--- config.mk ---
export PLATFORM = sky130hd
export DESIGN_NAME = seven_seg_rx_flat
export DESIGN_NICKNAME = d
export VERILOG_FILES = /design/src/rtl/seven_seg_rx_if.sv /design/src/rtl/seven_seg_rx.sv /design/src/flat_wrapper.sv
export SDC_FILE = /design/constraint.sdc
export NUM_CORES = 1
export LEC_CHECK = 0
export ABC_AREA = 1
export CORE_MARGIN = 3
export CORE_UTILIZATION = 40
export DETAILED_ROUTE_END_ITERATION = 10
export PLACE_DENSITY = 0.59
export SETUP_SLACK_MARGIN = 0.4
export SLEW_MARGIN = 0
export SYNTH_ARGS = -nofsm -noshare
export SYNTH_HDL_FRONTEND = slang
export SYNTH_SLANG_ARGS = --single-unit
--- constraint.sdc ---
create_clock -name CLK -period 1.9 [get_ports CLK]
set_input_delay 0.285 -clock CLK [delete_from_list [all_inputs] [get_ports CLK]]
set_output_delay 0.285 -clock CLK [all_outputs]
set_load 0.005 [all_outputs]
--- src/rtl/seven_seg_rx_if.sv ---
// Bus bundle for the seven-segment receiver: raw Pmod lines in, decoded byte
// and status out. The receiver takes the slave side; the source of seg_in
// (pins model, loopback tap) takes the master side.
interface seven_seg_rx_if;
   logic [7:0] seg_in;
   logic [7:0] dout;
   logic       dout_valid;
   logic       err;
   logic       stale;

   modport master (output seg_in, input dout, dout_valid, err, stale);
   modport slave  (input seg_in, output dout, dout_valid, err, stale);
endinterface

--- src/rtl/seven_seg_rx.sv ---
// Receiver for the multiplexed two-digit seven-segment Pmod bus.
// Synchronizes the 8 raw lines, waits for SETTLE_CYCLES identical samples,
// decodes the segment pattern to a nibble and pairs LSB/MSB digits into a
// byte. A watchdog raises stale when no digit is accepted for
// 2^TIMEOUT_BITS cycles.
// Optional build macro: SEVEN_SEG_RX_CHANGE_ONLY_EN -- suppress re-emission
// of a byte equal to the current dout.
module seven_seg_rx #(
   parameter int SETTLE_CYCLES = 4,
   parameter int TIMEOUT_BITS  = 20
) (
   input logic          CLK,
   input logic          RST_N,
   seven_seg_rx_if.slave bus
);

   localparam logic [7:0] SETTLE_C  = 8'(SETTLE_CYCLES);
   localparam logic [7:0] SETTLE_M1 = 8'(SETTLE_CYCLES - 1);
   localparam logic [TIMEOUT_BITS-1:0] TMO_MAX  = '1;
   localparam logic [TIMEOUT_BITS-1:0] TMO_NEAR = TMO_MAX - 1'b1;

   typedef enum logic [1:0] {EMPTY, HAVE_LSB, HAVE_MSB} state_t;

   logic [7:0] sync1_q, s_q, s_prev_q;
   logic [7:0] cnt_q;
   logic       accept;

   // Two-flop synchronizer plus stability counter; the flops reset to a
   // blank LSB-select pattern.
   always_ff @(posedge CLK or negedge RST_N) begin
      if (!RST_N) begin
         sync1_q  <= 8'hFF;
         s_q      <= 8'hFF;
         s_prev_q <= 8'hFF;
         cnt_q    <= 8'd0;
      end else begin
         sync1_q  <= bus.seg_in;
         s_q      <= sync1_q;
         s_prev_q <= s_q;
         if (s_q != s_prev_q)
            cnt_q <= 8'd0;
         else if (cnt_q != SETTLE_C)
            cnt_q <= cnt_q + 8'd1;
      end
   end

   // Accept fires once, on the edge where the count reaches SETTLE_CYCLES;
   // after that the counter sits saturated until the bus changes.
   assign accept = (s_q == s_prev_q) && (cnt_q == SETTLE_M1);

   logic [6:0] seg_act;
   logic [3:0] dec_nib;
   logic       dec_ok;
   logic       sel_lsb;

   assign seg_act = ~s_q[6:0];
   assign sel_lsb = s_q[7];

   // Segment pattern (active-high gfedcba) to hex nibble.
   always_comb begin
      dec_ok  = 1'b1;
      dec_nib = 4'h0;
      case (seg_act)
         7'h3F: dec_nib = 4'h0;
         7'h06: dec_nib = 4'h1;
         7'h5B: dec_nib = 4'h2;
         7'h4F: dec_nib = 4'h3;
         7'h66: dec_nib = 4'h4;
         7'h6D: dec_nib = 4'h5;
         7'h7D: dec_nib = 4'h6;
         7'h07: dec_nib = 4'h7;
         7'h7F: dec_nib = 4'h8;
         7'h6F: dec_nib = 4'h9;
         7'h77: dec_nib = 4'hA;
         7'h7C: dec_nib = 4'hB;
         7'h39: dec_nib = 4'hC;
         7'h5E: dec_nib = 4'hD;
         7'h79: dec_nib = 4'hE;
         7'h71: dec_nib = 4'hF;
         default: dec_ok = 1'b0;
      endcase
   end

   logic [TIMEOUT_BITS-1:0] tmo_q;
   logic                    expire;

   // Watchdog: cleared by any accept, saturates at all-ones.
   always_ff @(posedge CLK or negedge RST_N) begin
      if (!RST_N)
         tmo_q <= '0;
      else if (accept)
         tmo_q <= '0;
      else if (tmo_q != TMO_MAX)
         tmo_q <= tmo_q + 1'b1;
   end

   // An accept in the expiry cycle takes precedence over the timeout.
   assign expire = (tmo_q == TMO_NEAR) && !accept;

   state_t     state_q, state_d;
   logic [3:0] hold_q, hold_d;
   logic [7:0] dout_q, dout_d;
   logic       vld_q, vld_d;
   logic       err_q, err_d;
   logic       stale_q, stale_d;
   logic [7:0] pair;
   logic       pair_rdy;
   logic       emit_ok;

   // Assembly state, held nibble and registered outputs.
   always_ff @(posedge CLK or negedge RST_N) begin
      if (!RST_N) begin
         state_q <= EMPTY;
         hold_q  <= 4'h0;
         dout_q  <= 8'h00;
         vld_q   <= 1'b0;
         err_q   <= 1'b0;
         stale_q <= 1'b0;
      end else begin
         state_q <= state_d;
         hold_q  <= hold_d;
         dout_q  <= dout_d;
         vld_q   <= vld_d;
         err_q   <= err_d;
         stale_q <= stale_d;
      end
   end

   // Next-state and output logic: pair an LSB with an MSB digit in either
   // order; a repeat of the same select overwrites the held nibble.
   always_comb begin
      state_d  = state_q;
      hold_d   = hold_q;
      stale_d  = stale_q;
      pair     = 8'h00;
      pair_rdy = 1'b0;
      err_d    = 1'b0;
      if (accept) begin
         stale_d = 1'b0;
         if (!dec_ok) begin
            err_d   = 1'b1;
            state_d = EMPTY;
         end else begin
            case (state_q)
               HAVE_LSB: begin
                  if (sel_lsb) begin
                     hold_d = dec_nib;
                  end else begin
                     pair     = {dec_nib, hold_q};
                     pair_rdy = 1'b1;
                     state_d  = EMPTY;
                  end
               end
               HAVE_MSB: begin
                  if (!sel_lsb) begin
                     hold_d = dec_nib;
                  end else begin
                     pair     = {hold_q, dec_nib};
                     pair_rdy = 1'b1;
                     state_d  = EMPTY;
                  end
               end
               default: begin
                  hold_d  = dec_nib;
                  state_d = sel_lsb ? HAVE_LSB : HAVE_MSB;
               end
            endcase
         end
      end else if (expire) begin
         stale_d = 1'b1;
         state_d = EMPTY;
      end
   end

   // Emission gate: optionally drop a byte identical to the one on dout.
   always_comb begin
`ifdef SEVEN_SEG_RX_CHANGE_ONLY_EN
      emit_ok = pair_rdy && (pair != dout_q);
`else
      emit_ok = pair_rdy;
`endif
      dout_d = emit_ok ? pair : dout_q;
      vld_d  = emit_ok;
   end

   assign bus.dout       = dout_q;
   assign bus.dout_valid = vld_q;
   assign bus.err        = err_q;
   assign bus.stale      = stale_q;

endmodule

--- src/flat_wrapper.sv ---
// flat-port wrapper written by rule: the top's interface ports become plain ports
module seven_seg_rx_flat 
#(
   parameter int SETTLE_CYCLES = 4,
   parameter int TIMEOUT_BITS  = 20
)
  (CLK, RST_N, bus_seg_in, bus_dout, bus_dout_valid, bus_err, bus_stale);
  seven_seg_rx_if bus_i ();
  input logic CLK;
  input logic RST_N;
  input wire logic [$bits(bus_i.seg_in)-1:0] bus_seg_in;
  output wire logic [$bits(bus_i.dout)-1:0] bus_dout;
  output wire logic [$bits(bus_i.dout_valid)-1:0] bus_dout_valid;
  output wire logic [$bits(bus_i.err)-1:0] bus_err;
  output wire logic [$bits(bus_i.stale)-1:0] bus_stale;
  assign bus_i.seg_in = bus_seg_in;
  assign bus_dout = bus_i.dout;
  assign bus_dout_valid = bus_i.dout_valid;
  assign bus_err = bus_i.err;
  assign bus_stale = bus_i.stale;
  seven_seg_rx #(.SETTLE_CYCLES(SETTLE_CYCLES), .TIMEOUT_BITS(TIMEOUT_BITS)) u_core (.CLK(CLK), .RST_N(RST_N), .bus(bus_i));
endmodule
Yosys cells after proc, flatten, opt, wreduce, memory -nomap -nowiden
Index checks and enable logic that the tools add are counted.
{"block": "word_totals", "register_bits": 69, "in_bits": 10, "word_cells": 81}
{"block": "op_classes", "n_addsub": 2, "n_eq_ne": 28, "muxes": 30, "n_bitwise": 1, "n_reduce_logical": 9}
{"op": "7-bit equality test, second input constant", "count": 12}
{"op": "4-bit one-hot mux with 15 select lines", "count": 1}
{"op": "8-bit two-way mux", "count": 6}
{"op": "20-bit two-way mux", "count": 2}
{"op": "20-bit by 1-bit adder with 20-bit output, second input constant", "count": 1}
{"op": "20-bit equality test, second input constant", "count": 1}
{"op": "20-bit != test, second input constant", "count": 1}
{"op": "8-bit one-hot mux with 2 select lines", "count": 1}
{"op": "16-bit OR reduction", "count": 1}
{"op": "7-bit by 3-bit equality test with 1-bit output, second input constant", "count": 2}
{"op": "7-bit by 6-bit equality test with 1-bit output, second input constant", "count": 2}
{"op": "2-bit two-way mux", "count": 6}
{"op": "1-bit two-way mux", "count": 9}
{"op": "8-bit by 1-bit adder with 8-bit output, second input constant", "count": 1}
{"op": "8-bit by 2-bit equality test with 1-bit output, second input constant", "count": 1}
{"op": "8-bit equality test", "count": 1}
{"op": "4-bit two-way mux", "count": 2}
{"op": "8-bit by 3-bit != test with 1-bit output, second input constant", "count": 1}
{"op": "8-bit != test", "count": 1}
{"op": "4-bit one-hot mux with 2 select lines", "count": 1}
{"op": "7-bit inverter", "count": 1}
{"op": "2-bit nonzero test", "count": 3}
{"op": "4-bit by 3-bit != test with 1-bit output, second input constant", "count": 1}
{"op": "4-bit != test, second input constant", "count": 1}
{"op": "10 further kinds", "count": 11}

Longest topological paths before layout
{"block": "depth", "ltp_word": 7, "depth_mapped": 12, "depth_no_buf": 12}

Least setup slack after synthesis
No wires, ideal clock.
{"block": "synth_timing", "kind": "register -> register", "from": "reg u_core.s_q[6]", "to": "reg u_core.hold_q[1]", "setup_time_ns": 0.119, "arrival_ns": 1.500, "slack_ns": 0.281, "stages_incl_launch_ff": 12, "path_buffers": 0, "period_less_slack_ns": 1.619, "path_cell_list": "dfstp_2 > inv_2 > nand2_1 > nor2_1 > nand2_1 > nand3_1 > nor2_4 > nand3_4 > nand2_8 > nor2_8 > nand2_2 > o21ai_2"}
{"block": "synth_via", "elab_chain_len": 5, "word_cells_on_any_way": 26}
{"element": "start, declared", "line_no": "seven_seg_rx.sv:24", "source": "logic [7:0] sync1_q, s_q, s_prev_q;"}
{"element": "start signal, assigned", "line_no": "seven_seg_rx.sv:38", "source": "s_q <= sync1_q;"}
{"element": "7-bit inverter", "line_no": "seven_seg_rx.sv:56", "source": "assign seg_act = ~s_q[6:0];"}
{"element": "7-bit equality test (tied with other cells)", "line_no": "seven_seg_rx.sv:63", "source": "case (seg_act)"}
{"element": "4-bit one-hot mux with 15 select lines / 16-bit OR reduction (equally long branches)"}
{"element": "4-bit two-way mux (tied with other cells)", "line_no": "seven_seg_rx.sv:155", "source": "if (!sel_lsb) begin"}
{"element": "4-bit one-hot mux with 2 select lines / 4-bit AND reduction (equally long branches)"}
{"element": "end signal, assigned", "line_no": "seven_seg_rx.sv:121", "source": "hold_q <= hold_d;"}
{"element": "end, declared", "line_no": "seven_seg_rx.sv:101", "source": "logic [3:0] hold_q, hold_d;"}
Parallel ways exist; a longest one is shown, timed or not. The select of a mux whose other input is x is not followed.
A chain may end at the register's enable or synchronous reset.

Final worst setup path
{"block": "layout_timing", "from": "reg u_core.s_q[5]", "to": "reg u_core.hold_q[3]"}
Same word-level chain as after synthesis.

==> metrics.txt <==
Tmin final 1.82 ns; CTS H-Tree Depth 3; GRT Total Usage 16.7%; starting density of the core 42.1%; nets 516; commonest non-fill, non-tap cells in the layout 93 x nand2_1, 55 x inv_1, 45 x dfrtp_1; Critical Path RT 2.18 ns; post-synthesis cell count 427; most common cell after layout, fill and taps aside nand2_1; DR vias 3082; final WL 8.11 mm; WHS Endpoint u_core.sync1_q[2]; die footprint 9990 um2; site row count 33; hold depth 1; Final Util 57.4%; Hold Crit Start bus_seg_in[2]; Remaining DRCs 0; CTS Buf Count 9; Gate power share 4.9%; Sink Count 69; top_reg_cell synth dfrtp_1; critical path class reg -> reg; Tot Pwr 3.19 mW; I/O pins 21; worst reg2reg endpoint u_core.hold_q[3]; Tcrit/Tclk final 95.5%; global-route wire length before repair 13.5 mm; DRT iter0 DRCs 141; post-detail-place hpwl 5.30 mm; Switching Share 21.9%; CP endpoint kind register; Hold WC Path Type in -> reg; final setup fails 0; GRT Residual Overflow 0; FFs w/ async S/R, synth 100%; CORE AREA 8380 um2; die height 100 um; crit path from u_core.s_q[5]; post-synthesis sequential area ratio 49.8%; Netlist cell types 34; Setup crit start kind register; Cells after DPL 561; max-slew violation count 0; Worst VDD drop 0.470 mV; r2r startpoint u_core.s_q[5]; Syn-to-layout area delta 36.3%; maximum clock path buffer count 2; status finished, final reports clean; crit path max fanout 8; final clock skew 0.0145 ns; Hold WS 0.332 ns; die width 100 um; Setup WS post-layout 0.0847 ns; DR WL/cell 13.3 um; DRT Pass-1 Iters 5; P_leak 2.32 nW; post-DR vias/cell 5.05; final hold violations 0; fraction of layout cells with a size suffix above 1 34.9%; worst-margin pin slew 0.476 ns; reg2reg setup slack 0.08 ns; Cell Area, Synth 3530 um2; RSZ-0062 raised after global routing true; Ys Warns 0; Clock Latency Late Sink 0.35 ns; GPL Wtd Cong 0.861; Power Dens Cells 663 nW/um2; vias in the first global route 3005; internal power 2.49 mW; Antenna Nets Post-Route 0; largest net degree at the start of global routing 51; slew margin rel. 68.3%; Yosys reg bits 69; Fmax 551 MHz; number of synthesized flops with an enable pin 0; Cell Count, Final, Fillers Out 610; Switch Pwr 0.699 mW; clock root buffer clkbuf_8; Mean Syn Cell Area 8.27 um2; Reg2Reg Depth 10; n_diodes 0; Clock transition at path regs 0.07 ns; register share of total power 48.2%; Max Cap Viol 0; clock share of power 46.9%; Data arrival, critical path 2.10 ns; Placement Setup Slack 0.0547 ns; antenna violations before repair 0; CTS tree yes; number of port buffers 20; Synthesized Nets 443
timing repair:
action | CTS | global route
setup buffers | 25 | 5
setup endpoints to repair | 52 | 50
endpoints found under the hold margin | 17 | 0
cloned | 0 | 2
resized for setup | 35 | 71
hold buffers | 1 | 0
pin swaps | 11 | 10
worst max path at each step:
stage / end / slack (ns)
after floorplan: u_core.hold_q[0] / 0.30
after global placement: u_core.bus.dout[2] / 0.11
after detailed placement: u_core.hold_q[3] / 0.05
after CTS: u_core.hold_q[3] / 0.11
after global routing: u_core.hold_q[2] / -0.02
final: u_core.hold_q[3] / 0.08
routing by layer:
| metal | global-route usage, % | vias to the layer above | share of wire [%] |
|---|---|---|---|
| met2 | 27.2 | 77 | 49 |
| met3 | 3.75 | 19 | 4.3 |
| met5 | 0 | - | 0 |
| li1 | - | 1518 | - |
| met1 | 21.5 | 1468 | 44 |
| met4 | 6.72 | 0 | 2.4 |
through the flow:
| stage | cell area (um2) | setup TNS (ns) |
|---|---|---|
| 6_report | 4810 | 0 |
| 5_1_grt | 4810 | -0.102 |
| 4_1_cts | 4480 | 0 |
| 3_5_place_dp | 3950 | 0 |
| 3_3_place_gp | 3950 | 0 |
| 2_1_floorplan | 3550 | 0 |
critical path: stages, from the launching register on:
cell and delay, ns:
dfstp_2 0.58, inv_2 0.06, nor3_1 0.25, nand2_1 0.14
nand3_2 0.13, nor2_4 0.05, nand3_4 0.15, nand2_8 0.10
nor2_8 0.18, nand2_2 0.07, o21ai_2 0.05
power groups by stage:
stage               Sequential (mW)  Clock, mW  Combinational [mW]
floorplan                      1.56          0              0.0602
global placement               1.56          0               0.126
detailed placement             1.56          0               0.126
CTS                            1.54       1.53               0.152
global route                   1.54       1.59               0.179
finish                         1.54       1.49               0.158
area by class of cell:
class	instances	area, um2
multi-input cells	293	1830
repair buffers	63	591
clock buffers	10	138
well taps	105	131
flip-flops and latches	69	1760
clock inverters	6	110
inverters	64	253
fillers	753	3570
synth_stat cells, types with 7 or more instances:
cell     number  area [um2]
dfstp_2      24         631
nor2_1       36         135
nand3_1      27         135
a21oi_1      11        55.1
o21ai_0      23         115
dfrtp_1      45        1130
nand4_1       9        56.3
inv_1        57         214
nand2_1     108         405
inv_2         7        26.3
nand2_2       8        50.1
nor3_1       14        70.1
nor2_2        7        43.8
registers in the layout, summed over array words and instances (netlist names):
register and count:
u_core.state_q 2, u_core.sync1_q 8, u_core.bus.dout_valid 1, u_core.bus.dout 8, u_core.hold_q 4, u_core.tmo_q 20, u_core.bus.err 1, u_core.s_q 8
u_core.bus.stale 1, u_core.cnt_q 8, u_core.s_prev_q 8
cell families after synthesis:
family | Yosys count | synth area share [%]
buf+inv | 66 | 7.26
flops | 69 | 49.8
fa+ha+maj | 6 | 2.13
xor+xnor | 9 | 2.23
simple gates | 224 | 30.1
compound gates | 53 | 8.50
Note: power is estimated with default switching activity, not from simulation.
